`config.mk`:
```
export PLATFORM = sky130hd
export DESIGN_NAME = gray_step_arbiter_flat
export DESIGN_NICKNAME = d
export VERILOG_FILES = /design/src/rtl/gray_step_arbiter_pkg.sv /design/src/rtl/gray_step_arbiter_if.sv /design/src/rtl/gray_step_arbiter_rr_pick.sv /design/src/rtl/gray_step_arbiter.sv /design/src/flat_wrapper.sv
export SDC_FILE = /design/constraint.sdc
export NUM_CORES = 1
export LEC_CHECK = 0
export CAP_MARGIN = 20
export CORE_MARGIN = 5
export CORE_UTILIZATION = 41
export CTS_CLUSTER_SIZE = 24
export DETAILED_ROUTE_END_ITERATION = 8
export PLACE_DENSITY = 0.71
export SLEW_MARGIN = 10
export SYNTH_ARGS = -nofsm -noshare
export SYNTH_HDL_FRONTEND = slang
export SYNTH_HIERARCHICAL = 1
export SYNTH_SLANG_ARGS = --single-unit
```
`constraint.sdc`:
```
create_clock -name Clk -period 1.6 [get_ports Clk]
set_input_delay 0.24 -clock Clk [delete_from_list [all_inputs] [get_ports Clk]]
set_output_delay 0.24 -clock Clk [all_outputs]
set_load 0.01 [all_outputs]
```
`src/rtl/gray_step_arbiter_pkg.sv`:
```
// Shared types and helpers for the Gray-step arbiter.
// Optional Lock support is enabled with `define GRAY_ARB_LOCK_EN.
package gray_arb_pkg;

    localparam int unsigned N_REQ_DEF = 4;
    localparam int unsigned WIDTH_DEF = 3;

    typedef enum logic [1:0] {
        IDLE  = 2'd0,
        GRANT = 2'd1,
        WRAP  = 2'd2
    } state_e;

    // Callers truncate the result to their own counter width.
    function automatic logic [31:0] bin2gray(input logic [31:0] bin);
        return bin ^ (bin >> 1);
    endfunction

endpackage

```
`src/rtl/gray_step_arbiter_if.sv`:
```
// Request/grant bundle between requesters (master) and the arbiter (slave).
// Lock exists only when GRAY_ARB_LOCK_EN is defined.
interface gray_step_arbiter_if
    import gray_arb_pkg::*;
#(
    parameter int unsigned N_REQ = N_REQ_DEF,
    parameter int unsigned WIDTH = WIDTH_DEF,
    parameter int unsigned IDW   = $clog2(N_REQ_DEF)
);
    logic [N_REQ-1:0] Req;
    logic             Clr;
`ifdef GRAY_ARB_LOCK_EN
    logic             Lock;
`endif
    logic [N_REQ-1:0] Gnt;
    logic             GntValid;
    logic [IDW-1:0]   GntId;
    logic [WIDTH-1:0] Output;
    logic             Overflow;

    modport master (
`ifdef GRAY_ARB_LOCK_EN
        output Lock,
`endif
        output Req, Clr,
        input  Gnt, GntValid, GntId, Output, Overflow
    );

    modport slave (
`ifdef GRAY_ARB_LOCK_EN
        input  Lock,
`endif
        input  Req, Clr,
        output Gnt, GntValid, GntId, Output, Overflow
    );
endinterface

```
`src/rtl/gray_step_arbiter_rr_pick.sv`:
```
// Combinational round-robin picker: first set request at or after ptr, modulo N_REQ.
module rr_pick #(
    parameter int unsigned N_REQ = 4,
    parameter int unsigned IDW   = 2
) (
    input  logic [N_REQ-1:0] req,
    input  logic [IDW-1:0]   ptr,
    output logic             any,
    output logic [IDW-1:0]   winner
);
    int unsigned idx;

    always_comb begin
        any    = |req;
        winner = '0;
        idx    = 0;
        // Scan farthest-first so the nearest set bit to ptr is assigned last.
        for (int i = N_REQ - 1; i >= 0; i--) begin
            idx = (int'(ptr) + i) % N_REQ;
            if (req[idx]) winner = IDW'(idx);
        end
    end
endmodule

```
`src/rtl/gray_step_arbiter.sv`:
```
// Round-robin arbiter stepping a shared Gray counter once per grant.
// Define GRAY_ARB_LOCK_EN to let a grantee hold the grant via Lock.
module gray_step_arbiter
    import gray_arb_pkg::*;
#(
    parameter int unsigned N_REQ = N_REQ_DEF,
    parameter int unsigned WIDTH = WIDTH_DEF,
    parameter int unsigned IDW   = $clog2(N_REQ_DEF)
) (
    input logic               Clk,
    input logic               Reset,
    gray_step_arbiter_if.slave bus
);
    state_e           state_q, state_d;
    logic [WIDTH-1:0] bin_q, bin_d;
    logic [WIDTH-1:0] out_q, out_d;
    logic [IDW-1:0]   ptr_q, ptr_d;
    logic [N_REQ-1:0] gnt_q, gnt_d;
    logic             gnt_valid_q, gnt_valid_d;
    logic [IDW-1:0]   gnt_id_q, gnt_id_d;
    logic             ovf_q, ovf_d;
    logic             pick_any;
    logic [IDW-1:0]   pick_winner;
    logic [IDW-1:0]   win;
    logic             lock_hit;

    rr_pick #(
        .N_REQ (N_REQ),
        .IDW   (IDW)
    ) u_pick (
        .req    (bus.Req),
        .ptr    (ptr_q),
        .any    (pick_any),
        .winner (pick_winner)
    );

`ifdef GRAY_ARB_LOCK_EN
    logic           lock_valid_q, lock_valid_d;
    logic [IDW-1:0] last_id_q, last_id_d;

    // last_id_q survives WRAP so a held lock resumes after the blackout.
    assign lock_hit = bus.Lock && lock_valid_q && bus.Req[last_id_q];

    always_ff @(posedge Clk) begin
        if (Reset) begin
            lock_valid_q <= 1'b0;
            last_id_q    <= '0;
        end else begin
            lock_valid_q <= lock_valid_d;
            last_id_q    <= last_id_d;
        end
    end
`else
    assign lock_hit = 1'b0;
`endif

    always_comb begin
        state_d     = state_q;
        bin_d       = bin_q;
        ptr_d       = ptr_q;
        gnt_d       = '0;
        gnt_valid_d = 1'b0;
        gnt_id_d    = '0;
        ovf_d       = ovf_q;
        win         = pick_winner;
`ifdef GRAY_ARB_LOCK_EN
        lock_valid_d = lock_valid_q;
        last_id_d    = last_id_q;
        if (lock_hit) win = last_id_q;
`endif
        if (bus.Clr) begin
            bin_d   = '0;
            ovf_d   = 1'b0;
            state_d = IDLE;
`ifdef GRAY_ARB_LOCK_EN
            lock_valid_d = 1'b0;
`endif
        end else begin
            unique case (state_q)
                IDLE, GRANT: begin
                    if (pick_any) begin
                        gnt_d[win]  = 1'b1;
                        gnt_valid_d = 1'b1;
                        gnt_id_d    = win;
                        bin_d       = bin_q + 1'b1;
                        if (!lock_hit) begin
                            ptr_d = (win == IDW'(N_REQ - 1)) ? '0 : win + 1'b1;
                        end
                        if (bin_q == '1) begin
                            ovf_d   = 1'b1;
                            state_d = WRAP;
                        end else begin
                            state_d = GRANT;
                        end
`ifdef GRAY_ARB_LOCK_EN
                        lock_valid_d = 1'b1;
                        last_id_d    = win;
`endif
                    end else begin
                        state_d = IDLE;
`ifdef GRAY_ARB_LOCK_EN
                        lock_valid_d = 1'b0;
`endif
                    end
                end
                WRAP:    state_d = IDLE;
                default: state_d = IDLE;
            endcase
        end
        out_d = WIDTH'(bin2gray(32'(bin_d)));
    end

    always_ff @(posedge Clk) begin
        if (Reset) begin
            state_q     <= IDLE;
            bin_q       <= '0;
            out_q       <= '0;
            ptr_q       <= '0;
            gnt_q       <= '0;
            gnt_valid_q <= 1'b0;
            gnt_id_q    <= '0;
            ovf_q       <= 1'b0;
        end else begin
            state_q     <= state_d;
            bin_q       <= bin_d;
            out_q       <= out_d;
            ptr_q       <= ptr_d;
            gnt_q       <= gnt_d;
            gnt_valid_q <= gnt_valid_d;
            gnt_id_q    <= gnt_id_d;
            ovf_q       <= ovf_d;
        end
    end

    assign bus.Gnt      = gnt_q;
    assign bus.GntValid = gnt_valid_q;
    assign bus.GntId    = gnt_id_q;
    assign bus.Output   = out_q;
    assign bus.Overflow = ovf_q;
endmodule

```
`src/flat_wrapper.sv`:
```
// flat-port wrapper written by rule: the top's interface ports become plain ports
module gray_step_arbiter_flat import gray_arb_pkg::*;
#(
    parameter int unsigned N_REQ = N_REQ_DEF,
    parameter int unsigned WIDTH = WIDTH_DEF,
    parameter int unsigned IDW   = $clog2(N_REQ_DEF)
)
  (Clk, Reset, bus_Req, bus_Clr, bus_Gnt, bus_GntValid, bus_GntId, bus_Output, bus_Overflow);
  gray_step_arbiter_if #(.N_REQ(N_REQ), .WIDTH(WIDTH), .IDW(IDW)) bus_i ();
  input logic Clk;
  input logic Reset;
  input wire logic [$bits(bus_i.Req)-1:0] bus_Req;
  input wire logic [$bits(bus_i.Clr)-1:0] bus_Clr;
  output wire logic [$bits(bus_i.Gnt)-1:0] bus_Gnt;
  output wire logic [$bits(bus_i.GntValid)-1:0] bus_GntValid;
  output wire logic [$bits(bus_i.GntId)-1:0] bus_GntId;
  output wire logic [$bits(bus_i.Output)-1:0] bus_Output;
  output wire logic [$bits(bus_i.Overflow)-1:0] bus_Overflow;
  assign bus_i.Req = bus_Req;
  assign bus_i.Clr = bus_Clr;
  assign bus_Gnt = bus_i.Gnt;
  assign bus_GntValid = bus_i.GntValid;
  assign bus_GntId = bus_i.GntId;
  assign bus_Output = bus_i.Output;
  assign bus_Overflow = bus_i.Overflow;
  gray_step_arbiter #(.N_REQ(N_REQ), .WIDTH(WIDTH), .IDW(IDW)) u_core (.Clk(Clk), .Reset(Reset), .bus(bus_i));
endmodule
```
==> impl_metrics.csv, run 1 <==
group,metric,value,unit
final_layout,final_design_area_no_fill,1060,um^2
setup_path,start_kind,"flop",
sta,hold_violations,0,
power,pwr_density_cell,835,nW/um^2
logic_synthesis,ys_top_cells_by_area,"dfxtp_1 (45%), ha_1 (11%), nor2_1 (4.8%)",
floorplan,die_h,51.6,um
run,max_cap_viol_count,0,
floorplan,die_width,51.6,um
sta,clock_skew,0.00393,ns
global_route,grt_pass1_wl,2590,um
logic_synthesis,seq_area_frac_synth,0.452,
clock_tree,cts.htree.levels,1,
floorplan,dieArea,2660,um^2
clock_tree,root_buffer,"clkbuf_4",
sta,finalWorstSetupSlack,-0.102,ns
final_layout,diodes,0,
sta,slew_headroom,0.759,
detailed_routing,drc,0,
sta,final.setup.tns,-0.102,ns
sta,fin_crit_sh,1.06,
power,pwr-share-clk,0.299,
setup_path,cp-end-kind,"flop",
detailed_routing,antenna_left,0,
detailed_routing,vias,626,
sta,final_max_slew_viol_count,0,
placed_design,hpwlAfterDp,1100,um
min_path,min_from,"u_core/bus.Overflow",
detailed_routing,postRouteWirelength,1460,um
logic_synthesis,yosysUniqueCellTypes,25,
final_layout,drive_gt1_frac,0.269,
outcome,outcome,"finished, violations left",
setup_path,reg2reg_setup_slack,-0.10,ns
min_path,hp-class,"reg -> reg",
detailed_routing,avgRoutedWirePerCell,11.7,um
power,max-vdd-ir-drop,0.517,mV
placed_design,gp_congestion,0.749,
clock_tree,cts_inserted_buffers,3,
detailed_routing,dr.pass1.iters,4,
global_route,grt_use_total,0.136,
sta,whs,0.476,ns
floorplan,start_util,0.419,
logic_synthesis,syn_inst,77,
placed_design,dpl_cell_area,968,um^2
setup_path,critPathKind,"reg -> reg",
sta,max_clock_freq,588,MHz
power,leakagePower,0.461,nW
clock_tree,clk_pin_slew,0.09,ns
logic_synthesis,syn_area,708,um^2
clock_tree,cts_buffer_depth,2,
clock_tree,clock_latency,0.29,ns
setup_path,cp_max_fo,5,
logic_synthesis,syn_avg_cell_area,9.20,um^2
detailed_routing,viasPerCell,5.01,
floorplan,core_area,1690,um^2
clock_tree,cts_tree,"built",
sta,fin_crit,1.70,ns
global_route,grt_max_degree,10,
power,swShare,0.250,
power,p_comb_frac,0.211,
global_route,antenna_found_initial,0,
placed_design,placed_cells,119,
final_layout,area_growth,50.2,%
detailed_routing,drtIter0Drc,15,
setup_path,critPathRequiredTime,1.83,ns
logic_synthesis,synth_nets,90,
floorplan,rows,15,
global_route,grt_overflow,0,
setup_path,cp.arrival,1.93,ns
logic_synthesis,synth_top_area_share,0.452,
logic_synthesis,synth_warnings,6,
sta,setup_violations,1,
final_layout,final_cell_mix,"clkdlybuf4s50_1 (14), dfxtp_1 (14), buf_4 (14)",
sta,rsz0062_at_grt,"true",
outcome,violations,"negative setup slack",
setup_path,cp-startpoint,"u_core/ptr_q[0]",
floorplan,io_pins,18,
logic_synthesis,yosysTopAreaCell,"dfxtp_1",
power,switchingPower,0.222,mW
power,p_int,0.666,mW
sta,tightest_slew,0.360,ns
setup_path,reg2reg_from,"u_core/ptr_q[0]",
clock_tree,cts.sinks,16,
global_route,grt_pass1_vias,601,
final_layout,layout.nets,122,
logic_synthesis,ys_ff_latch,16,
final_layout,layoutNonFillerInstCount,125,
power,pwr-share-seq,0.490,
placed_design,portBuffers,17,
what timing repair did:
item / 4_1_cts / 5_1_grt
gates resized for setup: 12 / 4
hold buffers: 0 / 0
endpoints found under the setup margin: 2 / 4
setup buffers: 2 / 0
pin swaps: 7 / 0
registers in the layout, summed over array words and instances, names as in the netlist:
signal and count:
u_core/bin_q 3, u_core/bus.Gnt 4, u_core/bus.GntId 2, u_core/bus.GntValid 1, u_core/bus.Output 2, u_core/bus.Overflow 1
u_core/ptr_q 2, u_core/state_q 1
Yosys cell counts:
master,instances
o21ai_1,1
xnor2_1,2
or4_1,1
buf_4,1
buf_2,2
a211oi_1,2
xor2_1,1
nand3b_1,2
nor3_1,2
nor2b_1,1
ha_1,6
and3_1,5
or3_1,1
nor3b_1,1
a21oi_1,6
o21ai_0,2
clkbuf_1,1
nand2b_1,3
mux2i_1,2
a211oi_2,1
or2_1,1
nor2_1,9
inv_1,2
dfxtp_1,16
nand2_1,6
area by class of cell:
cell class,instances,area (um^2)
clock buffers,4,36.3
fillers,137,626
inverters,2,7.51
multi-input cells,55,399
flip-flops and latches,16,328
well taps,17,21.3
repair buffers,31,272
logic make-up after synthesis:
| family | synth area share |
|---|---|
| compound gates | 0.102 |
| buf+inv | 0.0406 |
| mux | 0.0283 |
| simple gates | 0.233 |
| flops | 0.452 |
| xor+xnor | 0.0371 |
| fa+ha+maj | 0.106 |
power by group through the flow:
stage                     logic [mW]  registers [mW]  clock network (mW)
after global routing           0.207           0.438               0.294
after global placement         0.161           0.440                   0
final                          0.188           0.435               0.265
after CTS                      0.180           0.433               0.275
after floorplan               0.0725           0.444                   0
after detailed placement       0.167           0.440                   0
layer usage:
layer | global-route usage | wire length [um] | vias to the layer above
li1 | - | - | 322
met1 | 0.139 | 649 | 285
met2 | 0.237 | 707 | 14
met3 | 0.0516 | 66 | 5
met4 | 0.0699 | 34 | 0
met5 | 0 | 0 | -
worst max-delay path, stage by stage, from the launching register on:
cell and delay (ns):
dfxtp_4 0.37, nor3b_4 0.16, a211oi_2 0.17, nor2_1 0.09
ha_2 0.20, or4_4 0.53, a21oi_2 0.12
through the flow:
stage | worst slack, ns | power (mW) | util
floorplan | 0.00363 | 0.516 | -
global placement | -0.388 | 0.600 | 0.573
detailed placement | -0.459 | 0.607 | 0.573
CTS | -0.0465 | 0.888 | 0.619
global route | -0.174 | 0.939 | 0.630
finish | -0.102 | 0.888 | 0.630
worst paths after layout:
kind | endpoint | cells after the start
hold / removal | u_core/bus.Overflow | 2
setup / recovery | u_core/ptr_q[0] | 6
hold reg to reg | u_core/bus.Overflow | 2
setup reg to reg | u_core/ptr_q[0] | 6
No activity file was read; power rests on OpenSTA's default activity.
==> inputs of run 2 (changes only) <==
CORE_UTILIZATION = 42   (was 41)
PLACE_DENSITY = 0.72   (was 0.71)
SYNTH_HIERARCHICAL = not set   (was 1)
==> run 2 against run 1 <==
Compared with the run above:
- the run now ends clean
- fmax rose by 13%
- flip-flop and latch count did not move
- combinational power fell by 7%
- first-iteration DRC count fell by 47%
- clock power fell by 2%
- clock skew fell by 0.0026 ns
- utilization fell by 0.40 points
- synthesized cell count did not move
- highest routed layer unchanged
==> impl_metrics.csv, run 2 <==
group,metric,value,unit
outcome,outcome,"complete, no violations",
clock_tree,cts_inserted_buffers,3,
detailed_routing,drtIter0Drc,8,
detailed_routing,drc,0,
sta,rsz0062_at_grt,"false",
placed_design,portBuffers,17,
sta,finalWorstSetupSlack,0.0895,ns
sta,final.setup.tns,0,ns
setup_path,critPathRequiredTime,1.80,ns
clock_tree,cts.htree.levels,1,
logic_synthesis,syn_inst,77,
clock_tree,cts_tree,"built",
floorplan,die_width,52.2,um
final_layout,layoutNonFillerInstCount,134,
clock_tree,cts.sinks,16,
logic_synthesis,ys_ff_latch,16,
final_layout,seqCellArea,322,um^2
clock_tree,cts_hold_buf,0,
clock_tree,root_buffer,"clkbuf_4",
detailed_routing,antenna_left,0,
detailed_routing,avgRoutedWirePerCell,11.6,um
logic_synthesis,synth_most_common_cell,"dfxtp_1",
placed_design,gp_congestion,0.809,
clock_tree,clock_latency,0.28,ns
placed_design,dpl_cell_area,1030,um^2
final_layout,final_design_area_no_fill,1070,um^2
final_layout,largest_reg_flops,4,
floorplan,die_h,52.2,um
sta,tightest_slew,0.345,ns
sta,clock_skew,0.00132,ns
detailed_routing,postRouteWirelength,1560,um
logic_synthesis,async_reset_ff_frac,0,
power,leakagePower,0.462,nW
final_layout,fillerInstances,140,
floorplan,start_util,0.437,
setup_path,crit_chain,"or3b_2, o221a_2, ha_1, a211oi_1",
final_layout,drive_gt1_frac,0.257,
logic_synthesis,synth_nets,88,
final_layout,final_cell_mix,"dfxtp_1 (15), clkdlybuf4s50_1 (14), buf_4 (14)",
final_layout,area_growth,43.0,%
logic_synthesis,synth_warnings,0,
floorplan,io_pins,18,
logic_synthesis,synth_ff_type,"dfxtp_1",
logic_synthesis,syn_area,747,um^2
setup_path,cp_max_fo,4,
run,max_cap_viol_count,0,
placed_design,placed_cells,130,
power,pwr_density_cell,807,nW/um^2
global_route,grt_use_total,0.129,
setup_path,crit_slowest_cell,"or3b_2",
final_layout,diodes,0,
setup_path,critPathMaxStageDelay,0.46,ns
logic_synthesis,synth_edf_count,0,
floorplan,core_area,1710,um^2
logic_synthesis,ys_top_cells_by_area,"dfxtp_1 (43%), ha_1 (6.7%), a21oi_1 (4.7%)",
logic_synthesis,synth_top_area_share,0.429,
global_route,grt_max_degree,10,
setup_path,start_kind,"flop",
logic_synthesis,yosysTopAreaCell,"dfxtp_1",
floorplan,rows,15,
sta,fin_crit,1.51,ns
power,pwr-share-clk,0.302,
power,swShare,0.242,
sta,fin_crit_sh,0.944,
global_route,grt_overflow,0,
sta,max_clock_freq,662,MHz
final_layout,layout.nets,121,
placed_design,pre_cts_slack,-0.344,ns
sta,setup_violations,0,
global_route,grt_pass1_vias,637,
logic_synthesis,synthTopCellsByCount,"dfxtp_1 (16), a21oi_1 (7), ha_1 (4), nor2_1 (4)",
power,p_int,0.654,mW
logic_synthesis,seq_area_frac_synth,0.429,
setup_path,critPathKind,"reg -> reg",
detailed_routing,dr.pass1.iters,4,
sta,final_max_slew_viol_count,0,
min_path,hp-class,"reg -> reg",
placed_design,hpwlAfterDp,1250,um
floorplan,dieArea,2720,um^2
final_layout,multi_input_area,389,um^2
detailed_routing,viasPerCell,5.02,
detailed_routing,vias,673,
setup_path,cp-end-kind,"flop",
power,p_comb_frac,0.202,
logic_synthesis,syn_avg_cell_area,9.70,um^2
setup_path,cp.arrival,1.71,ns
power,switchingPower,0.209,mW
sta,hold_violations,0,
setup_path,reg2reg_setup_slack,0.09,ns
clock_tree,clk_pin_slew,0.09,ns
clock_tree,cts_buffer_depth,2,
sta,slew_headroom,0.764,
final_layout,layout_commonest_cell,"dfxtp_1",
global_route,antenna_found_initial,0,
power,max-vdd-ir-drop,0.441,mV
logic_synthesis,yosysUniqueCellTypes,34,
global_route,grt_pass1_wl,2640,um
power,pwr-share-seq,0.496,
power,finalPower,0.863,mW
## run 2: path summary, 6_finish.rpt
kind / start / to / cells after the start
setup / recovery: u_core.ptr_q[1] / u_core.ptr_q[1] / 4
hold / removal: u_core.bus.Overflow / u_core.bus.Overflow / 2
setup reg to reg: u_core.ptr_q[1] / u_core.ptr_q[1] / 4
hold reg to reg: u_core.bus.Overflow / u_core.bus.Overflow / 2
## run 2: layout make-up
type	count	share of cell area
repair buffers	31	0.258
multi-input cells	54	0.364
well taps	25	0.0293
inverters	4	0.0141
flip-flops and latches	16	0.301
clock buffers	4	0.0340
## run 2: per-stage QoR
step	hold WS, ns	util
6_report	0.485	0.626
4_1_cts	0.484	0.623
3_3_place_gp	0.465	0.604
2_1_floorplan	0.313	-
3_5_place_dp	0.462	0.604
5_1_grt	0.541	0.626
## run 2: repair_timing
action / in CTS / in global routing
pin swaps: 1 / 0
resized for setup: 2 / 2
setup endpoints to repair: 2 / 3
setup buffers: 0 / 0
## run 2: logic make-up (layout without fill, tap and decap cells)
logic type / after synthesis / count (layout) / share of synthesized area
multiplexers: 1 / 1 / 0.0134
flip-flops: 16 / 16 / 0.429
XOR/XNOR: 2 / 2 / 0.0235
AND/OR/NAND/NOR: 27 / 27 / 0.228
adder cells (fa/ha/maj): 4 / 4 / 0.0670
AO/OA/AOI/OAI: 20 / 20 / 0.189
buffers and inverters: 7 / 39 / 0.0502
## run 2: worst max-delay path, delay by kind of cell (launching register included)
family,cells,cell delay [ns]
flip-flops,1,0.35
AO/OA/AOI/OAI,2,0.34
adder cells (fa/ha/maj),1,0.29
AND/OR/NAND/NOR,1,0.46
## run 2: power by group through the flow
stage / sequential [mW] / clock, mW / combinational (mW)
2_1_floorplan: 0.444 / 0 / 0.0773
3_3_place_gp: 0.436 / 0 / 0.170
3_5_place_dp: 0.436 / 0 / 0.176
4_1_cts: 0.427 / 0.270 / 0.174
5_1_grt: 0.431 / 0.293 / 0.192
6_report: 0.428 / 0.261 / 0.175
## run 2: routing by layer
layer	vias up	global-route usage	routed length, um
met5	-	0	0
li1	343	-	-
met1	304	0.158	713
met3	4	0.0171	72
met4	0	0.0809	34
met2	22	0.211	736
==> inputs of run 3 (changes only) <==
GPL_ROUTABILITY_DRIVEN = 0   (was not set)
SKIP_LAST_GASP = 1   (was not set)
==> run 3 against run 2 <==
Compared with the run above:
- register-to-register slack barely moved
- count of clock-buffer cells in the layout did not move
- routed wire length rose by 0.90%
- flip-flop and latch count did not move
- sequential power barely moved
- sequential share of layout area fell by 0.24 points
- worst setup slack got worse by 0.0033 ns
- combinational power rose by 2%
- cell count did not move
- utilization rose by 0.51 points
- fmax fell by 0.22%
==> impl_metrics.csv, run 3 (same netlist as run 2, synthesis figures left out) <==
group,metric,value,unit
outcome,outcome,"complete, no violations",
final_layout,area_growth,44.2,%
clock_tree,cts.htree.levels,1,
setup_path,cp_max_fo,4,
final_layout,drive_gt1_frac,0.266,
detailed_routing,vias,667,
sta,final_max_slew_viol_count,0,
power,finalPower,0.867,mW
clock_tree,root_buffer,"clkbuf_4",
detailed_routing,drc,0,
clock_tree,cts_buffer_depth,2,
power,pwr_density_cell,805,nW/um^2
detailed_routing,drtIter0Drc,4,
setup_path,cp-end-kind,"flop",
setup_path,critPathMaxStageDelay,0.46,ns
global_route,grt_max_degree,10,
detailed_routing,postRouteWirelength,1570,um
clock_tree,cts.sinks,16,
global_route,grt_use_total,0.129,
run,max_cap_viol_count,0,
clock_tree,cts_hold_buf,0,
floorplan,core_area,1710,um^2
floorplan,die_h,52.2,um
setup_path,crit_family,"simple AND/OR/NAND/NOR gates",
floorplan,io_pins,18,
detailed_routing,avgRoutedWirePerCell,11.7,um
global_route,grt_pass1_vias,637,
clock_tree,clock_latency,0.28,ns
sta,tightest_slew,0.346,ns
global_route,grt_overflow,0,
setup_path,cp.arrival,1.72,ns
placed_design,hpwlAfterDp,1250,um
clock_tree,cts_tree,"built",
floorplan,die_width,52.2,um
sta,setup_violations,0,
sta,fin_crit,1.51,ns
floorplan,dieArea,2720,um^2
detailed_routing,antenna_left,0,
final_layout,diodes,0,
floorplan,rows,15,
final_layout,largest_reg_flops,4,
floorplan,start_util,0.437,
final_layout,layout.nets,121,
clock_tree,clk_pin_slew,0.09,ns
min_path,hp-class,"reg -> reg",
detailed_routing,dr.pass1.iters,4,
setup_path,crit_slowest_cell,"or3b_2",
final_layout,final_cell_mix,"dfxtp_1 (15), clkdlybuf4s50_1 (14), buf_4 (14)",
power,leakagePower,0.470,nW
global_route,grt_pass1_wl,2640,um
final_layout,layout_commonest_cell,"dfxtp_1",
setup_path,start_kind,"flop",
sta,hold_violations,0,
setup_path,critPathRequiredTime,1.81,ns
setup_path,crit_chain,"or3b_2, o221a_2, ha_1, a211oi_2",
sta,fin_crit_sh,0.946,
power,max-vdd-ir-drop,0.437,mV
sta,final.setup.tns,0,ns
clock_tree,cts_inserted_buffers,3,
setup_path,critPathKind,"reg -> reg",
clock_tree,cts_setup_buffers,0,
sta,max_clock_freq,661,MHz
setup_path,worst-path-buf-inv,0,
global_route,antenna_found_initial,0,
sta,clock_skew,0.00318,ns
placed_design,portBuffers,17,
detailed_routing,viasPerCell,4.98,
sta,slew_headroom,0.763,
run 3: final timing paths:
path / cells after the start / slack [ns] / endpoint / from
hold / removal: 2 / 0.48 / u_core.bus.Overflow / u_core.bus.Overflow
setup / recovery: 4 / 0.09 / u_core.ptr_q[1] / u_core.ptr_q[1]
hold reg to reg: 2 / 0.48 / u_core.bus.Overflow / u_core.bus.Overflow
setup reg to reg: 4 / 0.09 / u_core.ptr_q[1] / u_core.ptr_q[1]
run 3: layer usage:
metal,global-route usage,part of all wire,vias up
met5,0,0,-
met4,0.0809,0.012,0
met3,0.0171,0.036,2
met2,0.211,0.48,17
met1,0.158,0.47,304
li1,-,-,344
run 3: what timing repair did:
item	CTS	global route
pin swaps	1	0
endpoints found under the setup margin	2	8
gates cloned	0	0
hold endpoints to repair	0	0
gates resized for setup	1	4
run 3: cell type report:
class	count	area [um^2]
Sequential cell	16	322
Clock buffer	4	36.3
Tap cell	25	31.3
Multi-Input combinational cell	54	394
Fill cell	140	631
Timing Repair Buffer	31	279
Inverter	4	15.0
run 3: stage by stage:
| step | worst slack [ns] | hold WS [ns] | std cells | area, um^2 | util |
|---|---|---|---|---|---|
| after floorplan | 0.0631 | 0.313 | 77 | 747 | - |
| after global placement | -0.286 | 0.465 | 130 | 1030 | 0.604 |
| after detailed placement | -0.344 | 0.462 | 130 | 1030 | 0.604 |
| after CTS | -0.00974 | 0.484 | 134 | 1070 | 0.624 |
| after global routing | -0.0262 | 0.541 | 134 | 1080 | 0.631 |
| final | 0.0863 | 0.484 | 134 | 1080 | 0.631 |
run 3: worst reg2reg max path, stage by stage (launching register included):
cell,delay (ns)
dfxtp_2,0.35
or3b_2,0.46
o221a_2,0.15
ha_1,0.31
a211oi_2,0.17
run 3: power by group:
part,internal (mW),switching (mW)
registers,0.418,0.00959
logic,0.100,0.0791
clock network,0.138,0.121
==> RTL change 1, RTL diff (config.mk and constraints of run 3) <==
The 3 states of `state_e` get a one-hot encoding in 3 bits.
--- a/src/rtl/gray_step_arbiter_pkg.sv
+++ b/src/rtl/gray_step_arbiter_pkg.sv
@@ -7,6 +7,6 @@
 
-    typedef enum logic [1:0] {
-        IDLE  = 2'd0,
-        GRANT = 2'd1,
-        WRAP  = 2'd2
+    typedef enum logic [2:0] {
+        IDLE  = 3'b001,
+        GRANT = 3'b010,
+        WRAP  = 3'b100
     } state_e;
Behaviour: same outputs for any inputs over 4 cycles, from zero or initial values and one cycle with Reset high; so few cycles prove little.
==> RTL change 1 against run 3 <==
Routed wire length down 14%. Sequential cell count grew 2. Utilization decreased by 0.066 points. Via count decreased by 8.5%. Sequential share of layout area grew 3.0 points. Worst setup slack better by 0.030 ns. Power is 15% higher. Area after synthesis increased by 5.4%. Design area increased by 2.1%. Fmax up 2.1%. Hold slack improved by 0.014 ns. Combinational power is 30% higher. Final cell count fell by 3.0%.
==> RTL change 1: results (changes against run 3) <==
Min Hold Slack=0.497 ns (+0.0136 ns); Power Density=909 mW/mm^2 (+13%); Crit-path slowest cell=dfxtp_2; synth top area cells=dfxtp_1 (46%), ha_1 (6.4%), nor2_1 (6.2%); Avg Cell Area, Syn=10.2 um^2 (+5.4%); Post-Layout Cell Count=130 (-3.0%); CP top delay family=flip-flops; Max VDD drop=629 uV (+44%); top post-synthesis cells by count=dfxtp_1 (18), nor2_1 (13), a21oi_1 (4), ha_1 (4); post-synthesis xor/xnor area fraction=0.0445 (+0.0211); synth unique cells=27 (-21%); Synth Area in Adders=0.0636 (-0.00341); # fillers=159 (+14%); r2r setup slk=0.12 ns (+0.03 ns); clock skew=0.00398 ns (+0.000794 ns); switching power=0.000260 W (+24%); total length of routed met3 wires=70 um (+23%); mux cell area share after synthesis=0.0382 (+0.0248); Nets=117 (-3.3%); post-place setup slack=-0.280 ns (+0.0642 ns); NonClk Buf Share=0.234 (-0.0246); Final Util=0.630 (-0.000661); pin count of the biggest net entering global routing=11 (+1); first-pass GRT wire length=2.28 mm (-14%); count of multi-input gates=53 (-1.9%); status=complete, no violations
## RTL change 1: cell types whose count changed in the layout (fill, tap and decap cells not counted), sizes merged, moves of 3 or more
cell | before | now
buf | 14 | 9
o21ai | 3 | 0
nor2 | 4 | 13
or2 | 4 | 1
a21oi | 7 | 4
## RTL change 1: worst max-delay path by stage
stage | startpoint | endpoint | slack (ns)
after floorplan | u_core.ptr_q[1]$_SDFFE_PP0P_ | u_core.bus.Gnt[2]$_SDFF_PP0_ | 0.11
after global placement | bus_Req[0] | u_core.ptr_q[1]$_SDFFE_PP0P_ | -0.23
after detailed placement | bus_Req[0] | u_core.ptr_q[1]$_SDFFE_PP0P_ | -0.28
after CTS | bus_Req[0] | u_core.ptr_q[1]$_SDFFE_PP0P_ | 0.03
after global routing | u_core.ptr_q[1]$_SDFFE_PP0P_ | u_core.ptr_q[1]$_SDFFE_PP0P_ | -0.006
final | u_core.ptr_q[1]$_SDFFE_PP0P_ | u_core.ptr_q[1]$_SDFFE_PP0P_ | 0.12
==> RTL change 2, RTL diff (settings of run 3) <==
Made on the original files. Change the package constant `WIDTH_DEF` from 3 to 6.
--- a/src/rtl/gray_step_arbiter_pkg.sv
+++ b/src/rtl/gray_step_arbiter_pkg.sv
@@ -5,3 +5,3 @@
     localparam int unsigned N_REQ_DEF = 4;
-    localparam int unsigned WIDTH_DEF = 3;
+    localparam int unsigned WIDTH_DEF = 6;
 
Interface: changed (resized bus_Output); port bits go from 18 to 21. No check against the original RTL was run, so the function may have changed too.
==> RTL change 2 against run 3 <==
Sequential share of layout area shrank 0.27 points. Worst setup slack lost 0.072 ns. Count of clock-buffer cells in the layout shrank 1. Routed wire length grew 54%. Area after synthesis grew 32%. First-iteration DRC count grew to 6.8 times the old value. Clock skew shrank 0.0014 ns. Critical path type unchanged. Design area grew 41%. Power grew 40%. Sequential cell count grew 6. Sequential power grew 36%.
==> RTL change 2: results (changes against run 3) <==
Placed Cells incl. Taps=177 (+36%); Nets=166 (+37%); fraction of layout cells with a size suffix above 1=0.314 (+0.0477); pin count of the biggest net entering global routing=14 (+4); max FFs per register=6 (+2); WL per Instance=13.4 um (+14%); comb pwr=0.000201 W (+12%); CP max stage delay=0.39 ns (-0.07 ns); switch share=0.233 (-0.00900); post-synthesis xor/xnor area fraction=0.0265 (+0.00310); worst path arrival time=1.81 ns (+0.09 ns); clock latency on the worst-skew pair=0.31 ns (+0.03 ns); status=complete, no violations; post-DP HPWL=1.87 mm (+49%); top post-synthesis cells by count=dfxtp_1 (22), nor2_1 (12), a21oi_1 (9); Logic pwr share=0.165 (-0.042); Compound-Gate Fraction of Synth Area=0.137 (-0.0527); mux cell area share after synthesis=0.0430 (+0.0296); Min Hold Slack=0.507 ns (+0.0233 ns); r2r setup slk=0.01 ns (-0.07 ns); Synth Area in Adders=0.0632 (-0.00379); Initial DRC Count=27 (+23); synth top area cells=dfxtp_1 (45%), ha_1 (6.3%), a21oi_1 (4.6%); clock skew=0.00182 ns (-0.00136 ns); sequential share of the synthesized area=0.445 (+0.0162); clk slew on worst S/H paths=0.13 ns (+0.04 ns); placed cell area=0.00141 mm^2 (+37%); vias in the first global route=927 (+46%); RR Endpoint=u_core.bus.Output[2]$_SDFF_PP0_; syn_nets=119 (+35%); CP top delay family=compound AO/OA/AOI/OAI gates; Tightest Pin Transition=0.447 ns (+0.101 ns); reg2reg path depth=6 (+2); Total GRT Usage=0.154 (+0.0247); Max VDD drop=533 uV (+22%); post-place setup slack=-0.525 ns (-0.182 ns); synth unique cells=33 (-2.9%); first-pass GRT wire length=4.02 mm (+52%); multi-input combinational cell area=572 um^2 (+45%); total number of vias=932 (+40%); Avg Cell Area, Syn=9.25 um^2 (-4.7%)
RTL change 2: cell types whose count changed after synthesis, sizes merged, moves of 2 or more:
cell / change
nand2b: -2
nor3: +4
nand2: +3
dfxtp: +6
mux2: +2
o211ai: +2
o21a: +3
or2: -3
nand4b: +4
and2: +3
a21oi: +2
nor2: +8
RTL change 2: worst max-delay path by stage:
| stage | startpoint | end | slack, ns | cells past startpoint |
|---|---|---|---|---|
| finish | u_core.bin_q[0]$_SDFF_PP0_ | u_core.bus.Output[2]$_SDFF_PP0_ | 0.01 | 6 |
| global route | u_core.bin_q[0]$_SDFF_PP0_ | u_core.bus.Output[2]$_SDFF_PP0_ | -0.05 | 6 |
| CTS | u_core.ptr_q[1]$_SDFFE_PP0P_ | u_core.ptr_q[1]$_SDFFE_PP0P_ | -0.03 | 7 |
| detailed placement | bus_Req[0] | u_core.ptr_q[1]$_SDFFE_PP0P_ | -0.53 | 9 |
| global placement | bus_Req[0] | u_core.ptr_q[1]$_SDFFE_PP0P_ | -0.48 | 9 |
| floorplan | u_core.bin_q[0]$_SDFF_PP0_ | u_core.bus.Output[4]$_SDFF_PP0_ | -0.003 | 5 |
RTL change 2: what timing repair did:
item,in CTS,in global routing
pin swaps,0,4
setup endpoints to repair,8,6
gates resized for setup,10,11
RTL change 2: routing by layer:
layer  global-route usage  routed length [um]  vias up
met5                    0                   0        -
met4               0.0662                  26        0
met3               0.0351                 101        2
met2                0.265                1220       24
met1                0.181                1070      440
li1                     -                   -      466
RTL change 2: cell type report:
class | instances | share of cell area
multi-input combinational | 77 | 0.376
clock buffer | 3 | 0.0148
inverter | 5 | 0.0123
sequential | 22 | 0.296
clock inverter | 1 | 0.0197
tap | 28 | 0.0230
timing repair buffer | 45 | 0.259
